`src/rtl/drop_sequencer_pkg.sv`:
```
// drop_sequencer_pkg: FSM encoding and TUSER port-field constants shared by the drop_sequencer slice.
package drop_sequencer_pkg;
  typedef enum logic [1:0] {
    WAIT_VERDICT = 2'd0,
    FORWARD      = 2'd1,
    DISCARD      = 2'd2
  } state_t;
  localparam int DST_PORT_POS_DEF = 24;
  localparam int PORT_W = 8;
endpackage

```
`src/rtl/drop_sequencer_if.sv`:
```
// drop_sequencer_if: AXI4-Stream bundle with master/slave views.
interface drop_sequencer_if #(
  parameter int DW = 256,
  parameter int UW = 128
) ();
  logic [DW-1:0] tdata;
  logic [DW/8-1:0] tstrb;
  logic [UW-1:0] tuser;
  logic tvalid;
  logic tlast;
  logic tready;
  modport master (output tdata, tstrb, tuser, tvalid, tlast, input tready);
  modport slave (input tdata, tstrb, tuser, tvalid, tlast, output tready);
endinterface

```
`src/rtl/drop_sequencer_skid.sv`:
```
// drop_sequencer_skid: 2-entry register slice; in_ready comes only from a flop, never from out_ready.
module drop_sequencer_skid #(
  parameter int W = 417
) (
  input  logic         AXI_ACLK,
  input  logic         AXI_RESET,
  input  logic [W-1:0] in_data,
  input  logic         in_valid,
  output logic         in_ready,
  output logic [W-1:0] out_data,
  output logic         out_valid,
  input  logic         out_ready
);
  logic skid_valid;
  logic [W-1:0] skid_data;
  assign in_ready = !skid_valid;
  always_ff @(posedge AXI_ACLK or posedge AXI_RESET)
    if (AXI_RESET) begin
      out_valid <= 1'b0;
      out_data <= '0;
      skid_valid <= 1'b0;
      skid_data <= '0;
    end else if (out_ready || !out_valid) begin
      out_valid <= skid_valid || in_valid;
      out_data <= skid_valid ? skid_data : in_valid ? in_data : out_data;
      skid_valid <= 1'b0;
    end else if (in_valid && !skid_valid) begin
      skid_valid <= 1'b1;
      skid_data <= in_data;
    end
endmodule

```
`src/rtl/drop_sequencer.sv`:
```
// drop_sequencer: forwards (with TUSER port rewrite) or discards each packet per in-order verdict.
// Statistics counters are built only when DROP_SEQUENCER_STATS_EN is defined.
module drop_sequencer
  import drop_sequencer_pkg::*;
#(
  parameter int C_S_AXI_DATA_WIDTH = 32,
  parameter int C_M_AXIS_DATA_WIDTH = 256,
  parameter int C_S_AXIS_DATA_WIDTH = 256,
  parameter int C_M_AXIS_TUSER_WIDTH = 128,
  parameter int C_S_AXIS_TUSER_WIDTH = 128,
  parameter int DST_PORT_POS = DST_PORT_POS_DEF
) (
  input  logic                          AXI_ACLK,
  input  logic                          AXI_RESET,
  drop_sequencer_if.slave               s_axis,
  drop_sequencer_if.master              m_axis,
  input  logic                          VERDICT_VALID,
  input  logic                          VERDICT_DROP,
  input  logic [PORT_W-1:0]             VERDICT_PORT,
  output logic                          VERDICT_READY,
  input  logic [C_S_AXI_DATA_WIDTH-1:0] stats_reset,
  output logic [C_S_AXI_DATA_WIDTH-1:0] fwd_pkt_count,
  output logic [C_S_AXI_DATA_WIDTH-1:0] drop_pkt_count,
  output logic [C_S_AXI_DATA_WIDTH-1:0] drop_beat_count
);
  localparam int CW = C_S_AXI_DATA_WIDTH;
  localparam int SW = 1 + C_S_AXIS_TUSER_WIDTH + C_S_AXIS_DATA_WIDTH / 8 + C_S_AXIS_DATA_WIDTH;
  localparam int MW = 1 + C_M_AXIS_TUSER_WIDTH + C_M_AXIS_DATA_WIDTH / 8 + C_M_AXIS_DATA_WIDTH;
  state_t state;
  logic first;
  logic [PORT_W-1:0] port;
  logic [C_S_AXIS_TUSER_WIDTH-1:0] tuser;
  logic skid_ready;
  logic beat;
  logic [MW-1:0] m_data;
  assign VERDICT_READY = state == WAIT_VERDICT;
  assign s_axis.tready = state == DISCARD || (state == FORWARD && skid_ready);
  assign beat = s_axis.tvalid && s_axis.tready;
  always_comb begin
    tuser = s_axis.tuser;
    if (first) tuser[DST_PORT_POS +: PORT_W] = port;
  end
  always_ff @(posedge AXI_ACLK or posedge AXI_RESET)
    if (AXI_RESET) begin
      state <= WAIT_VERDICT;
      first <= 1'b0;
      port <= '0;
    end else if (state == WAIT_VERDICT) begin
      if (VERDICT_VALID) begin
        state <= VERDICT_DROP ? DISCARD : FORWARD;
        port <= VERDICT_PORT;
        first <= 1'b1;
      end
    end else if (beat) begin
      first <= 1'b0;
      if (s_axis.tlast) state <= WAIT_VERDICT;
    end
  drop_sequencer_skid #(.W(SW)) u_skid (
    .AXI_ACLK  (AXI_ACLK),
    .AXI_RESET (AXI_RESET),
    .in_data   ({s_axis.tlast, tuser, s_axis.tstrb, s_axis.tdata}),
    .in_valid  (s_axis.tvalid && state == FORWARD),
    .in_ready  (skid_ready),
    .out_data  (m_data),
    .out_valid (m_axis.tvalid),
    .out_ready (m_axis.tready)
  );
  assign {m_axis.tlast, m_axis.tuser, m_axis.tstrb, m_axis.tdata} = m_data;
`ifdef DROP_SEQUENCER_STATS_EN
  logic [CW-1:0] fwd_q, dpk_q, dbt_q;
  logic clr;
  assign clr = stats_reset == CW'(1);
  // clear has priority over any increment landing in the same cycle
  always_ff @(posedge AXI_ACLK or posedge AXI_RESET)
    if (AXI_RESET) begin
      fwd_q <= '0;
      dpk_q <= '0;
      dbt_q <= '0;
    end else if (clr) begin
      fwd_q <= '0;
      dpk_q <= '0;
      dbt_q <= '0;
    end else begin
      if (beat && s_axis.tlast && state == FORWARD) fwd_q <= fwd_q + CW'(1);
      if (beat && state == DISCARD) begin
        dbt_q <= dbt_q + CW'(1);
        if (s_axis.tlast) dpk_q <= dpk_q + CW'(1);
      end
    end
  assign fwd_pkt_count = clr ? '0 : fwd_q;
  assign drop_pkt_count = clr ? '0 : dpk_q;
  assign drop_beat_count = clr ? '0 : dbt_q;
`else
  logic unused_stats;
  assign unused_stats = ^stats_reset;
  assign fwd_pkt_count = '0;
  assign drop_pkt_count = '0;
  assign drop_beat_count = '0;
`endif
endmodule

```
`src/flat_wrapper.sv`:
```
// flat-port wrapper written by rule: the top's interface ports become plain ports
module drop_sequencer_flat import drop_sequencer_pkg::*;
#(
  parameter int C_S_AXI_DATA_WIDTH = 32,
  parameter int C_M_AXIS_DATA_WIDTH = 256,
  parameter int C_S_AXIS_DATA_WIDTH = 256,
  parameter int C_M_AXIS_TUSER_WIDTH = 128,
  parameter int C_S_AXIS_TUSER_WIDTH = 128,
  parameter int DST_PORT_POS = DST_PORT_POS_DEF
)
  (AXI_ACLK, AXI_RESET, VERDICT_VALID, VERDICT_DROP, VERDICT_PORT, VERDICT_READY, stats_reset, fwd_pkt_count, drop_pkt_count, drop_beat_count, s_axis_tdata, s_axis_tstrb, s_axis_tuser, s_axis_tvalid, s_axis_tlast, s_axis_tready, m_axis_tdata, m_axis_tstrb, m_axis_tuser, m_axis_tvalid, m_axis_tlast, m_axis_tready);
  drop_sequencer_if #(.DW(256), .UW(128)) s_axis_i ();
  drop_sequencer_if #(.DW(256), .UW(128)) m_axis_i ();
  input  logic AXI_ACLK;
  input  logic AXI_RESET;
  input  logic VERDICT_VALID;
  input  logic VERDICT_DROP;
  input  logic [PORT_W-1:0] VERDICT_PORT;
  output logic VERDICT_READY;
  input  logic [C_S_AXI_DATA_WIDTH-1:0] stats_reset;
  output logic [C_S_AXI_DATA_WIDTH-1:0] fwd_pkt_count;
  output logic [C_S_AXI_DATA_WIDTH-1:0] drop_pkt_count;
  output logic [C_S_AXI_DATA_WIDTH-1:0] drop_beat_count;
  input wire logic [$bits(s_axis_i.tdata)-1:0] s_axis_tdata;
  input wire logic [$bits(s_axis_i.tstrb)-1:0] s_axis_tstrb;
  input wire logic [$bits(s_axis_i.tuser)-1:0] s_axis_tuser;
  input wire logic [$bits(s_axis_i.tvalid)-1:0] s_axis_tvalid;
  input wire logic [$bits(s_axis_i.tlast)-1:0] s_axis_tlast;
  output wire logic [$bits(s_axis_i.tready)-1:0] s_axis_tready;
  output wire logic [$bits(m_axis_i.tdata)-1:0] m_axis_tdata;
  output wire logic [$bits(m_axis_i.tstrb)-1:0] m_axis_tstrb;
  output wire logic [$bits(m_axis_i.tuser)-1:0] m_axis_tuser;
  output wire logic [$bits(m_axis_i.tvalid)-1:0] m_axis_tvalid;
  output wire logic [$bits(m_axis_i.tlast)-1:0] m_axis_tlast;
  input wire logic [$bits(m_axis_i.tready)-1:0] m_axis_tready;
  assign s_axis_i.tdata = s_axis_tdata;
  assign s_axis_i.tstrb = s_axis_tstrb;
  assign s_axis_i.tuser = s_axis_tuser;
  assign s_axis_i.tvalid = s_axis_tvalid;
  assign s_axis_i.tlast = s_axis_tlast;
  assign s_axis_tready = s_axis_i.tready;
  assign m_axis_tdata = m_axis_i.tdata;
  assign m_axis_tstrb = m_axis_i.tstrb;
  assign m_axis_tuser = m_axis_i.tuser;
  assign m_axis_tvalid = m_axis_i.tvalid;
  assign m_axis_tlast = m_axis_i.tlast;
  assign m_axis_i.tready = m_axis_tready;
  drop_sequencer #(.C_S_AXI_DATA_WIDTH(C_S_AXI_DATA_WIDTH), .C_M_AXIS_DATA_WIDTH(C_M_AXIS_DATA_WIDTH), .C_S_AXIS_DATA_WIDTH(C_S_AXIS_DATA_WIDTH), .C_M_AXIS_TUSER_WIDTH(C_M_AXIS_TUSER_WIDTH), .C_S_AXIS_TUSER_WIDTH(C_S_AXIS_TUSER_WIDTH), .DST_PORT_POS(DST_PORT_POS)) u_core (.AXI_ACLK(AXI_ACLK), .AXI_RESET(AXI_RESET), .s_axis(s_axis_i), .m_axis(m_axis_i), .VERDICT_VALID(VERDICT_VALID), .VERDICT_DROP(VERDICT_DROP), .VERDICT_PORT(VERDICT_PORT), .VERDICT_READY(VERDICT_READY), .stats_reset(stats_reset), .fwd_pkt_count(fwd_pkt_count), .drop_pkt_count(drop_pkt_count), .drop_beat_count(drop_beat_count));
endmodule
```
`config.mk`:
```
export PLATFORM = sky130hd
export DESIGN_NAME = drop_sequencer_flat
export DESIGN_NICKNAME = d
export VERILOG_FILES = /design/src/rtl/drop_sequencer_pkg.sv /design/src/rtl/drop_sequencer_if.sv /design/src/rtl/drop_sequencer_skid.sv /design/src/rtl/drop_sequencer.sv /design/src/flat_wrapper.sv
export SDC_FILE = /design/constraint.sdc
export NUM_CORES = 1
export LEC_CHECK = 0
export CORE_AREA = 2 2 381 383
export CTS_BUF_LIST = sky130_fd_sc_hd__clkbuf_16
export CTS_CLUSTER_SIZE = 10
export DETAILED_ROUTE_END_ITERATION = 16
export DIE_AREA = 0 0 383 385
export HOLD_SLACK_MARGIN = 0.08
export PLACE_DENSITY = 0.55
export SYNTH_ARGS = -nofsm -noshare
export SYNTH_HDL_FRONTEND = slang
export SYNTH_HIERARCHICAL = 1
export SYNTH_SLANG_ARGS = --single-unit
```
`constraint.sdc`:
```
create_clock -name AXI_ACLK -period 56.1 [get_ports AXI_ACLK]
set_input_delay 11.22 -clock AXI_ACLK [delete_from_list [all_inputs] [get_ports AXI_ACLK]]
set_output_delay 11.22 -clock AXI_ACLK [all_outputs]
set_load 0.02 [all_outputs]
```
======== Word-level counts from Yosys, hierarchy flattened ========
Index checks and enable logic that the tools add are counted.
cells by class
  equal/unequal tests ..................... 3
  mux-type cells .......................... 13
  bitwise gates (word level) .............. 1
  reduce and logical (&&, ||, !) cells .... 19
operators by type and width
  cell                number
  $mux 417            2
  $mux 2              5
  $mux 8              1
  $reduce_and 2->1    4
  $reduce_bool 2->1   4
  $mux 1              5
  $logic_and 1x1->1   4
  $logic_or 1x1->1    3
  $reduce_and 3->1    1
  $eq 2x1->1 const B  1
  $eq 2x2->1 const B  1
  $logic_not 1->1     2
  $logic_not 2->1     1
  $ne 2x2->1 const B  1
  $not 1->1           1
storage, ports and cells
  register bits after elaboration ......... 847
  bits of input ports ..................... 463
  output and inout bits ................... 516
  logic and storage cells ................. 43

======== Depth between registers and ports, before layout ========
  word-level depth ........................ 6
  mapped depth ............................ 7
  gate-level depth less buffers ........... 4

======== By module ========
The synthesis kept the hierarchy.
by module, submodules not included
  module               times used  cells an instance  area each (µm²)  seq. area each (µm²)
  drop_sequencer_skid  1           2234               35879.4          20920.1
  drop_sequencer       1           148                1325.0           275.3

======== Least setup slack after synthesis ========
OpenSTA, ideal clock, no wires.
  kind .................................... input to register
  start point ............................. in s_axis_tvalid
  end point ............................... reg u_core.u_skid.out_data[0]
  library setup time ...................... 0.125 ns
  arrival ................................. 12.450 ns
  data required time ...................... 55.975 ns
  setup slack ............................. 43.525 ns
  stages on the path ...................... 6
  buffers on the path ..................... 3
  path through ............................ and3b_1 o21ai_1 buf_2 buf_2 buf_6 mux2_2
between the ends
  longest elaborated chain between the ends .. 3
ends and longest elaborated chain
  item                                RTL line                   text
  start: declaration                  flat_wrapper.sv:27         input wire logic [$bits(s_axis_i.tvalid)-1:0] s_axis_tvalid;
  $logic_and 1x1->1                   drop_sequencer.sv:62       .in_valid (s_axis.tvalid && state == FORWARD),
  $reduce_bool 2->1 (no source line)  --
  $reduce_and 2->1 (no source line)   --
  end signal: assignment              drop_sequencer_skid.sv:25  out_data <= skid_valid ? skid_data : in_valid ? in_data : out_data;
  end: declaration                    drop_sequencer_skid.sv:10  output logic [W-1:0] out_data,
Every way passes these cells.
A chain may end at the register's enable or synchronous reset.

==> summary.txt <==
Status
  – Status: completed

Synthesis
  – Post-Synth Simple-Gate Area: 0.00262
  – Post-Synthesis Cells: 2382
  – Post-synthesis xor/xnor area fraction: 0
  – Synth Cell Area: 37200 sq um
  – Seq cells post-synth: 847
  – Mapped Avg Cell Area: 15.6 sq um
  – Distinct cells, synth: 20
  – Largest family of logic cells by synthesized area: multiplexers
  – Compound-Gate Fraction of Synth Area: 0.00108
  – Yosys warning count: 6
  – Post-synthesis sequential area ratio: 0.570
  – Post-Synth Adder-Cell Area: 0
  – Mux contribution to synthesized area: 0.384

GRT
  – Met3 GRT Util: 0.0579
  – Grt met2 use: 0.221
  – Global-route wire length before repair: 150 mm
  – Busiest layer in global routing: met2
  – Vias in the first global route: 23.1k
  – Largest net degree at the start of global routing: 166
  – GRT overflow: 0
  – Global Route met1 Usage: 0.153
  – Initial antenna violation count: 26
  – Total Routing Usage GR: 0.134

Routing
  – Detail-routed net length per standard cell: 19.6 microns
  – DR iter-0 viols: 579
  – ANT nets after route: 0
  – Via count: 22.1k
  – DRC viols: 0
  – WL final: 102 mm
  – Initial DRT Pass Iterations: 4
  – DR vias/cell: 4.25

Power and ir drop
  – Power per cell area: 54.5 nW/um^2
  – Worst VDD drop: 0.0328 mV
  – Lkg Pwr: 0.0212 uW

Floorplan
  – Site Rows: 139
  – Io pins: 979
  – Chip height: 385 microns
  – Initial core utilization: 0.260
  – Die ar.: 147000 sq um
  – Core footprint: 143000 sq um
  – Chip width: 383 microns

CTS
  – CTS HTree Levels: 3
  – CTS Hold Buffers Added: 0
  – CTS buffer count: 103
  – CTS Sinks: 847
  – Clock Tree Root: clkbuf_16
  – Postcts setup bufs: 0
  – Clk buf depth: 3
  – Register clock-pin slew on the reported worst setup and hold paths: 0.06 ns
  – Post-CTS resize count: 0
  – Clk_lat worst skew: 0.69 ns
  – TritonCTS clock tree: built

Timing
  – Hold WS: 0.483 ns
  – Crit path time final: 15.82 ns
  – Clock Skew: 0.0224 ns
  – Endpoints failing hold: 0
  – RSZ-0062 raised after global routing: false
  – Slew @ Worst Pin: 1.09 ns
  – TNS Setup: 0 ns
  – Fin. max-slew vios: 0
  – Fmax: 63.2 MHz
  – Setup violations, final: 0
  – Rel. slew slack: 0.272
  – Period utilisation layout: 0.282

Layout
  – Fillers: 14.1k
  – Finished Cell Area: 50100 sq um
  – Layout cell share with drive strength beyond 1: 0.430
  – Post-layout util: 0.350
  – Most frequent cells in the layout: 1256 x mux2_2, 850 x clkdlybuf4s50_1, 846 x dfrtp_1, 105 x clkbuf_16, 96 x conb_1
  – Area delta synth->final: 34.8%
  – Commonest non-fill, non-tap cell in the layout: mux2_2
  – Fin cells: 5192
  – Nets: 3686

Min path
  – Hold-critical path depth: 1
  – Hold Startpoint: u_core/u_skid/skid_data[110]$_DFFE_PP0P_
  – Hold crit path type: reg -> reg
  – Hold Path Sink: u_core/u_skid/skid_data[110]$_DFFE_PP0P_

Run
  – Max_cap viols: 0

Critical path
  – Path depth of the worst reg2reg path: 6
  – Max incr delay on CP: 0.91 ns
  – Crit path arrival time: 16.54 ns
  – CP Launch Type: input pin
  – Worst R2R End: u_core/u_skid/out_data[81]$_DFFE_PP0P_
  – CP most frequent cell: buf_4
  – Critical R2R Launch: u_core/u_skid/skid_valid$_DFFE_PP0P_
  – Slowest CP cell: buf_4
  – R2R setup slack: 51.15 ns
  – Critical-path maximum fanout: 165
  – Worst path cell trace: clkdlybuf4s50_1 -> inv_8 -> buf_4 -> buf_12 -> buf_4 -> buf_4 -> buf_4
  – Crit. End Element: async pin
  – Required time of the critical path: 56.82 ns
  – Setup CP Type: in -> async

Placement
  – DP HPWL: 69.8 mm
  – Port bufs: 850
  – Placed cells: 5021
  – Gpl congestion: 0.769
  – Placed Instance Area: 47200 sq um
==> sequential cells by signal, indices dropped and copies added, names as in the netlist <==
register / cells
u_core/state: 2
u_core/first: 1
u_core/u_skid/skid_valid: 1
u_core/port: 8
u_core/u_skid/skid_data: 417
u_core/u_skid/out_data: 417
u_core/u_skid/out_valid: 1
==> per-layer routing <==
| metal | share of wire | wire, microns | up-vias |
|---|---|---|---|
| li1 | - | - | 10007 |
| met1 | 0.39 | 40100 | 11288 |
| met2 | 0.49 | 49500 | 595 |
| met3 | 0.090 | 9200 | 167 |
| met4 | 0.026 | 2650 | 32 |
| met5 | 0.0020 | 207 | - |
==> Yosys cell counts <==
cell type     n  area [sq um]
buf_4       107           803
buf_2       107           536
nand2b_1      2          12.5
dfrtp_1     847         21200
mux2_2     1256         14100
o21ai_1       1          5.00
nand2_1       6          22.5
nor2_1        4          15.0
and3b_1       1          8.76
a211oi_1      1          7.51
mux2i_1       1          10.0
buf_6        19           214
conb_1        1          3.75
mux2_1       11           124
nand2b_4      1          13.8
inv_1         4          15.0
o21ai_0       4          20.0
clkbuf_1      6          22.5
a21boi_0      1          7.51
nor3b_2       2          25.0
==> report_power, final <==
part / total [uW] / switching, uW / internal (uW)
combinational: 1070 / 484 / 590
sequential: 1060 / 143 / 917
clock: 599 / 260 / 339
==> metrics by stage <==
step | total power (uW) | worst slack, ns
final | 2730 | 40.28
after global routing | 2890 | 39.36
after CTS | 2780 | 39.87
after detailed placement | 2160 | 39.10
after global placement | 2140 | 39.02
after floorplan | 1670 | 21.39
==> how the worst max path moves through the flow <==
stage | from | end | slack, ns | cells past startpoint
after floorplan | AXI_RESET | u_core/u_skid/out_data[0]$_DFFE_PP0P_ | 21.39 | 1
after global placement | AXI_RESET | u_core/u_skid/out_data[13]$_DFFE_PP0P_ | 39.02 | 7
after detailed placement | AXI_RESET | u_core/u_skid/out_data[110]$_DFFE_PP0P_ | 39.10 | 7
after CTS | AXI_RESET | u_core/u_skid/out_data[18]$_DFFE_PP0P_ | 39.87 | 7
after global routing | AXI_RESET | u_core/u_skid/out_data[18]$_DFFE_PP0P_ | 39.36 | 7
final | AXI_RESET | u_core/u_skid/out_data[19]$_DFFE_PP0P_ | 40.28 | 7
==> worst max-delay path, delay by kind of cell <==
kind / cells / cell delay [ns]
buffers and inverters: 7 / 4.99
==> cells by family after synthesis <==
family	Yosys count
AO/OA/AOI/OAI	7
buffers and inverters	243
flip-flops	847
multiplexers	1268
other	1
AND/OR/NAND/NOR	16
==> cell type report <==
type	instances	area, sq um	area share
Sequential cell	847	21200	0.423
Multi-Input combinational cell	1387	14800	0.295
Timing Repair Buffer	880	8770	0.175
Clock buffer	105	2630	0.0524
Tap cell	1903	2380	0.0475
Clock inverter	57	333	0.00664
Inverter	4	22.5	0.000449
Antenna cell	9	22.5	0.000449
(Power assumes the default switching activity.)
